### src/rtl/hazard_controller_if.sv
// Pipeline hazard bus between the datapath and hazard_controller.
// master: the hazard controller (reads pipeline register fields, drives stall/flush/forward).
// slave : the datapath (drives register fields, consumes controls).
// Signals: Rs1D/Rs2D, Rs1E/Rs2E, RdE/RdM/RdW, RegWriteE/M/W, ResultSrcE, PCSrcE,
//          MemAccessM, ClearCount in; StallF/D/E/M, FlushD/E/W, ForwardAE/BE, StallCount out.
interface hazard_controller_if #(
    parameter int unsigned CNT_W = 16
);
    logic [4:0]       Rs1D;
    logic [4:0]       Rs2D;
    logic [4:0]       Rs1E;
    logic [4:0]       Rs2E;
    logic [4:0]       RdE;
    logic [4:0]       RdM;
    logic [4:0]       RdW;
    logic             RegWriteE;
    logic             RegWriteM;
    logic             RegWriteW;
    logic [1:0]       ResultSrcE;
    logic             PCSrcE;
    logic             MemAccessM;
    logic             ClearCount;
    logic             StallF;
    logic             StallD;
    logic             StallE;
    logic             StallM;
    logic             FlushD;
    logic             FlushE;
    logic             FlushW;
    logic [1:0]       ForwardAE;
    logic [1:0]       ForwardBE;
    logic [CNT_W-1:0] StallCount;

    modport master (
        input  Rs1D, Rs2D, Rs1E, Rs2E, RdE, RdM, RdW,
        input  RegWriteE, RegWriteM, RegWriteW, ResultSrcE, PCSrcE, MemAccessM, ClearCount,
        output StallF, StallD, StallE, StallM, FlushD, FlushE, FlushW,
        output ForwardAE, ForwardBE, StallCount
    );

    modport slave (
        output Rs1D, Rs2D, Rs1E, Rs2E, RdE, RdM, RdW,
        output RegWriteE, RegWriteM, RegWriteW, ResultSrcE, PCSrcE, MemAccessM, ClearCount,
        input  StallF, StallD, StallE, StallM, FlushD, FlushE, FlushW,
        input  ForwardAE, ForwardBE, StallCount
    );
endinterface

### src/rtl/hazard_controller.sv
// Central pipeline sequencer for the 5-stage RISC-V core: stall/flush of the
// pipeline registers, EX operand forwarding, multi-cycle data-memory hold and
// a saturating stall-cycle counter.
// Ports: clk (rising edge), rst (async, active-high), hif (hazard bus, master side).
// Stall/flush/forward outputs are combinational from state + inputs; StallCount is registered.
module hazard_controller #(
    parameter int unsigned MEM_LAT = 2,
    parameter int unsigned CNT_W   = 16
) (
    input logic              clk,
    input logic              rst,
    hazard_controller_if.master hif
);

    // Wait counter only has to hold MEM_LAT-2.
    localparam int unsigned WAIT_W = (MEM_LAT > 2) ? $clog2(MEM_LAT - 1) : 1;

    localparam logic [0:0] ST_RUN  = 1'b0;
    localparam logic [0:0] ST_WAIT = 1'b1;

    logic [0:0]        state_q, state_d;
    logic [WAIT_W-1:0] cnt_q, cnt_d;
    logic              served_q, served_d;

    logic entry;
    logic mem_stall;
    logic load_use;

    // Writes are implied by ResultSrcE==01 (a load always writes).
    logic unused_regwrite_e;
    assign unused_regwrite_e = hif.RegWriteE;

    // MEM priority over WB; x0 is never forwarded.
    function automatic logic [1:0] fwd_sel(
        input logic [4:0] rs,
        input logic [4:0] rd_m,
        input logic       wr_m,
        input logic [4:0] rd_w,
        input logic       wr_w
    );
        if (wr_m && (rd_m != 5'd0) && (rd_m == rs)) begin
            return 2'b10;
        end else if (wr_w && (rd_w != 5'd0) && (rd_w == rs)) begin
            return 2'b01;
        end
        return 2'b00;
    endfunction

    // State registers.
    always_ff @(posedge clk or posedge rst) begin
        if (rst) begin
            state_q  <= ST_RUN;
            cnt_q    <= '0;
            served_q <= 1'b0;
        end else begin
            state_q  <= state_d;
            cnt_q    <= cnt_d;
            served_q <= served_d;
        end
    end

    // Next state and hazard outputs.
    always_comb begin
        state_d       = state_q;
        cnt_d         = cnt_q;
        served_d      = 1'b0;
        hif.StallF    = 1'b0;
        hif.StallD    = 1'b0;
        hif.StallE    = 1'b0;
        hif.StallM    = 1'b0;
        hif.FlushD    = 1'b0;
        hif.FlushE    = 1'b0;
        hif.FlushW    = 1'b0;
        hif.ForwardAE = fwd_sel(hif.Rs1E, hif.RdM, hif.RegWriteM, hif.RdW, hif.RegWriteW);
        hif.ForwardBE = fwd_sel(hif.Rs2E, hif.RdM, hif.RegWriteM, hif.RdW, hif.RegWriteW);

        // While reset is held a pending MemAccessM must not re-raise the stall.
        entry     = ~rst & (state_q == ST_RUN) & hif.MemAccessM & ~served_q & (MEM_LAT != 0);
        mem_stall = (state_q == ST_WAIT) | entry;
        load_use  = (hif.ResultSrcE == 2'b01) & (hif.RdE != 5'd0) &
                    ((hif.RdE == hif.Rs1D) | (hif.RdE == hif.Rs2D));

        case (state_q)
            ST_RUN: begin
                if (entry) begin
                    if (MEM_LAT > 1) begin
                        state_d = ST_WAIT;
                        cnt_d   = WAIT_W'(MEM_LAT - 2);
                    end else begin
                        served_d = 1'b1;
                    end
                end
            end
            ST_WAIT: begin
                if (cnt_q != '0) begin
                    cnt_d = cnt_q - WAIT_W'(1);
                end else begin
                    state_d  = ST_RUN;
                    served_d = 1'b1;
                end
            end
            default: begin
                state_d = ST_RUN;
            end
        endcase

        // Memory hold freezes everything; branch flush beats load-use stall.
        if (mem_stall) begin
            hif.StallF = 1'b1;
            hif.StallD = 1'b1;
            hif.StallE = 1'b1;
            hif.StallM = 1'b1;
            hif.FlushW = 1'b1;
        end else if (hif.PCSrcE) begin
            hif.FlushD = 1'b1;
            hif.FlushE = 1'b1;
        end else if (load_use) begin
            hif.StallF = 1'b1;
            hif.StallD = 1'b1;
            hif.FlushE = 1'b1;
        end
    end

    // Saturating stall-cycle counter; clear wins over increment.
    always_ff @(posedge clk or posedge rst) begin
        if (rst) begin
            hif.StallCount <= '0;
        end else if (hif.ClearCount) begin
            hif.StallCount <= '0;
        end else if (hif.StallF && (hif.StallCount != '1)) begin
            hif.StallCount <= hif.StallCount + CNT_W'(1);
        end
    end

endmodule
### src/flat_wrapper.sv
// flat-port wrapper written by rule: the top's interface ports become plain ports
module hazard_controller_flat 
#(
    parameter int unsigned MEM_LAT = 2,
    parameter int unsigned CNT_W   = 16
)
  (clk, rst, hif_Rs1D, hif_Rs2D, hif_Rs1E, hif_Rs2E, hif_RdE, hif_RdM, hif_RdW, hif_RegWriteE, hif_RegWriteM, hif_RegWriteW, hif_ResultSrcE, hif_PCSrcE, hif_MemAccessM, hif_ClearCount, hif_StallF, hif_StallD, hif_StallE, hif_StallM, hif_FlushD, hif_FlushE, hif_FlushW, hif_ForwardAE, hif_ForwardBE, hif_StallCount);
  hazard_controller_if #(.CNT_W(CNT_W)) hif_i ();
  input logic clk;
  input logic rst;
  input wire logic [$bits(hif_i.Rs1D)-1:0] hif_Rs1D;
  input wire logic [$bits(hif_i.Rs2D)-1:0] hif_Rs2D;
  input wire logic [$bits(hif_i.Rs1E)-1:0] hif_Rs1E;
  input wire logic [$bits(hif_i.Rs2E)-1:0] hif_Rs2E;
  input wire logic [$bits(hif_i.RdE)-1:0] hif_RdE;
  input wire logic [$bits(hif_i.RdM)-1:0] hif_RdM;
  input wire logic [$bits(hif_i.RdW)-1:0] hif_RdW;
  input wire logic [$bits(hif_i.RegWriteE)-1:0] hif_RegWriteE;
  input wire logic [$bits(hif_i.RegWriteM)-1:0] hif_RegWriteM;
  input wire logic [$bits(hif_i.RegWriteW)-1:0] hif_RegWriteW;
  input wire logic [$bits(hif_i.ResultSrcE)-1:0] hif_ResultSrcE;
  input wire logic [$bits(hif_i.PCSrcE)-1:0] hif_PCSrcE;
  input wire logic [$bits(hif_i.MemAccessM)-1:0] hif_MemAccessM;
  input wire logic [$bits(hif_i.ClearCount)-1:0] hif_ClearCount;
  output wire logic [$bits(hif_i.StallF)-1:0] hif_StallF;
  output wire logic [$bits(hif_i.StallD)-1:0] hif_StallD;
  output wire logic [$bits(hif_i.StallE)-1:0] hif_StallE;
  output wire logic [$bits(hif_i.StallM)-1:0] hif_StallM;
  output wire logic [$bits(hif_i.FlushD)-1:0] hif_FlushD;
  output wire logic [$bits(hif_i.FlushE)-1:0] hif_FlushE;
  output wire logic [$bits(hif_i.FlushW)-1:0] hif_FlushW;
  output wire logic [$bits(hif_i.ForwardAE)-1:0] hif_ForwardAE;
  output wire logic [$bits(hif_i.ForwardBE)-1:0] hif_ForwardBE;
  output wire logic [$bits(hif_i.StallCount)-1:0] hif_StallCount;
  assign hif_i.Rs1D = hif_Rs1D;
  assign hif_i.Rs2D = hif_Rs2D;
  assign hif_i.Rs1E = hif_Rs1E;
  assign hif_i.Rs2E = hif_Rs2E;
  assign hif_i.RdE = hif_RdE;
  assign hif_i.RdM = hif_RdM;
  assign hif_i.RdW = hif_RdW;
  assign hif_i.RegWriteE = hif_RegWriteE;
  assign hif_i.RegWriteM = hif_RegWriteM;
  assign hif_i.RegWriteW = hif_RegWriteW;
  assign hif_i.ResultSrcE = hif_ResultSrcE;
  assign hif_i.PCSrcE = hif_PCSrcE;
  assign hif_i.MemAccessM = hif_MemAccessM;
  assign hif_i.ClearCount = hif_ClearCount;
  assign hif_StallF = hif_i.StallF;
  assign hif_StallD = hif_i.StallD;
  assign hif_StallE = hif_i.StallE;
  assign hif_StallM = hif_i.StallM;
  assign hif_FlushD = hif_i.FlushD;
  assign hif_FlushE = hif_i.FlushE;
  assign hif_FlushW = hif_i.FlushW;
  assign hif_ForwardAE = hif_i.ForwardAE;
  assign hif_ForwardBE = hif_i.ForwardBE;
  assign hif_StallCount = hif_i.StallCount;
  hazard_controller #(.MEM_LAT(MEM_LAT), .CNT_W(CNT_W)) u_core (.clk(clk), .rst(rst), .hif(hif_i));
endmodule
### config.mk
export PLATFORM = sky130hd
export DESIGN_NAME = hazard_controller_flat
export DESIGN_NICKNAME = d
export VERILOG_FILES = /design/src/rtl/hazard_controller_if.sv /design/src/rtl/hazard_controller.sv /design/src/flat_wrapper.sv
export SDC_FILE = /design/constraint.sdc
export NUM_CORES = 1
export LEC_CHECK = 0
export CAP_MARGIN = 20
export CORE_ASPECT_RATIO = 1.4
export CORE_MARGIN = 4
export CORE_UTILIZATION = 36
export CTS_CLUSTER_SIZE = 20
export DETAILED_ROUTE_END_ITERATION = 6
export GPL_TIMING_DRIVEN = 1
export MAX_ROUTING_LAYER = met4
export PLACE_DENSITY = 0.76
export SLEW_MARGIN = 25
export SYNTH_ARGS = -nofsm -noshare
export SYNTH_HDL_FRONTEND = slang
export SYNTH_SLANG_ARGS = --single-unit
export TNS_END_PERCENT = 1
### constraint.sdc
create_clock -name clk -period 2.35 [get_ports clk]
set_input_delay 0.5875 -clock clk [delete_from_list [all_inputs] [get_ports clk]]
set_output_delay 0.5875 -clock clk [all_outputs]
set_load 0.01 [all_outputs]
==> impl_metrics.json <==
{
  "die_h_um": 82.6,
  "num_vias": 1686,
  "core_area_um2": 3740,
  "synth-seq-area-share_pct": 31.5,
  "cts_tree": "yes",
  "drive_gt1_share_pct": 37.3,
  "wl_per_cell_um": 15.1,
  "antenna_cells": 0,
  "setup_ws_ns": -0.177,
  "synth_top_family_by_area": "simple AND/OR/NAND/NOR gates",
  "min_from": "u_core.state_q",
  "place.gp.congestion": 0.835,
  "grt-ovfl-total": 0,
  "worstReg2RegEnd": "u_core.hif.StallCount[7]",
  "leakagePower_nw": 1.18,
  "drtIter0Drc": 88,
  "rows": 26,
  "initial_utilization_pct": 38.3,
  "grtUsageTotal_pct": 19.6,
  "yosysMostFrequentCell": "xor2_1",
  "cts.htree.levels": 1,
  "power_density_nw_per_um2": 323,
  "synth_fa_ha_area_share_pct": 0.874,
  "cts_made_buffers": 3,
  "areaGrowthSynthToFinish_pct": 82.0,
  "numPortBuffers": 70,
  "rsz0062_at_grt": "true",
  "peakVddDrop_mv": 0.376,
  "finalCritPeriodShare_pct": 108,
  "die_w_um": 61.3,
  "register_area_um2": 450,
  "layout.cells.non_filler": 310,
  "clk_latency_ns": 0.26,
  "drv_slew": 0,
  "hold_class": "reg -> reg",
  "clock-sinks": 18,
  "path_max_fanout": 3,
  "min_period_ns": 2.53,
  "synth_warnings": 0,
  "wl_met1_um": 1700,
  "slew_headroom_pct": 53.3,
  "highest_layer": "met4",
  "syn_avg_cell_area_um2": 8.67,
  "ioPinCount": 72,
  "ys_async_sr_fraction_pct": 100,
  "max-cap-violations": 0,
  "grt_pass1_wl_um": 7310,
  "die_area_um2": 5060,
  "max_freq_ghz": 0.396,
  "antenna_found_initial": 0,
  "wl_met2_um": 2530,
  "post-dp-hpwl_um": 3440,
  "nets": 316,
  "wl_um": 4670,
  "finalSetupViolCount": 6,
  "endpoint_kind": "output port",
  "synth.ff_latch_count": 18,
  "status": "finished, violations left",
  "synthMuxAreaShare_pct": 2.36,
  "dr.pass1.iters": 4,
  "synth_area_leaders": "dfrtp_1, xor2_1, or4_1",
  "worstSetupPathType": "in -> out",
  "reg2reg_depth": 7,
  "dp.cells": 301,
  "tightestPinTransition_ns": 0.700,
  "violations": "setup timing",
  "grt_pass1_vias": 1696,
  "r2r_slack_ns": 0.26,
  "vias_per_cell": 5.44,
  "ys.flop_type": "dfrtp_1",
  "synth_top_cell_by_area": "dfrtp_1",
  "startpoint_type": "primary input",
  "synth_cell_types": 33,
  "synth_top_area_share_pct": 31.5,
  "synth_edf_count": 0,
  "root_buffer": "clkbuf_8",
  "synth_xor_area_share_pct": 18.4,
  "wl_met3_um": 374,
  "synth_simple_gate_area_share_pct": 26.3,
  "cp_data_arrival_time_ns": 1.94,
  "holdPathStages": 0,
  "ctsHoldBuffers": 0,
  "finalHoldViolCount": 0,
  "skew_ns": 0.00108,
  "finalHoldWorstSlack_ns": 0.498,
  "whs_endpoint": "u_core.served_q",
  "syn-num-nets": 211,
  "fillers": 298,
  "synthCells": 165,
  "drc": 0,
  "clk_pin_slew_ns": 0.07,
  "multi_input_area_um2": 1110,
  "synth_compound_gate_area_share_pct": 14.9,
  "p_total_mw": 0.842,
  "synth_common_cells": "xor2_1, dfrtp_1, a21oi_1, or4_1, nor2_1",
  "clockBufferDepth": 2,
  "antenna_left": 0,
  "r2r-start": "u_core.hif.StallCount[0]",
  "grt_max_degree": 23,
  "required_ns": 1.76,
  "syn_area_um2": 1430
}
-- report_power, final --
group	switching, mW	internal [mW]
combinational	0.140	0.162
sequential	0.00636	0.315
clock	0.105	0.114
total	0.251	0.591
-- worst max-delay path, cell delays in order --
cell and delay, ns:
buf_8 0.10, buf_6 0.11, xor2_2 0.13, or4_4 0.56
nor4_4 0.28, buf_2 0.17
-- timing repair --
item / in CTS / in global routing
buffers inserted: 5 / 2
resized for setup: 116 / 57
endpoints found under the setup margin: 26 / 22
pin swaps: 18 / 21
-- layer usage --
metal,up-vias,GRT usage (%)
li1,814,-
met1,799,19.8
met2,66,37.1
met3,7,3.42
met4,0,5.64
met5,-,-
-- stage by stage --
step | setup slack, ns | area, um^2 | TNS (ns) | utilization (%)
2_1_floorplan | -0.0328 | 1440 | -0.0352 | -
3_3_place_gp | -0.919 | 2390 | -13.79 | 63.9
3_5_place_dp | -0.928 | 2390 | -14.31 | 63.9
4_1_cts | -0.203 | 2460 | -1.07 | 65.9
5_1_grt | -0.205 | 2610 | -0.899 | 69.6
6_report | -0.177 | 2610 | -0.329 | 69.6
-- registers in the layout, summed over array words and instances (netlist names) --
signal	cells
u_core.served_q	1
u_core.hif.StallCount	16
u_core.state_q	1
-- layout make-up --
cell class | instances | area share [%]
multi-input cells | 131 | 42.5
inverters | 7 | 1.01
clock buffers | 3 | 1.59
well taps | 42 | 2.02
flip-flops and latches | 18 | 17.3
repair buffers | 109 | 35.6
-- worst max path at each step --
stage	depth (start not counted)	start	endpoint	slack, ns
6_report	6	hif_RdW[1]	hif_ForwardBE[0]	-0.18
5_1_grt	6	hif_RdW[1]	hif_ForwardBE[0]	-0.21
4_1_cts	7	hif_RdM[2]	hif_ForwardAE[0]	-0.20
3_5_place_dp	6	hif_RdW[3]	hif_ForwardAE[0]	-0.93
3_3_place_gp	6	hif_RdM[0]	hif_ForwardBE[0]	-0.92
2_1_floorplan	4	hif_RdM[0]	hif_ForwardBE[0]	-0.03
-- cell families after synthesis --
family,after synthesis
adders and majority gates,1
DFF,18
xor gates and xnor gates,30
and+or+nand+nor,64
buffers and inverters,16
muxes,3
AOI/OAI and AO/OA,33
-- placed cells by master, fill, tap and decap left out, drive strengths merged, types with 2 or more instances in the layout --
cell type      netlist  final
mux2                 3      3
o21ai                5      5
o2111ai              2      2
and4                 3      3
dlygate4sd2          0     12
nor4                 6      6
inv                  7      7
nand3               11     11
clkdlybuf4s15        0      3
dlymetal6s2s         0      7
nor3                 3      3
buf                  8     58
and2                 3      3
xor2                24     24
clkdlybuf4s50        0     21
a41o                 2      2
nor2b                4      4
dfrtp               18     18
clkbuf               1     11
or4                 13     13
o31ai                7      7
nand2                4      4
nor2                12     12
xnor2                6      6
o41ai                2      2
a21oi               13     13
Power figures use the tool's default switching activity.
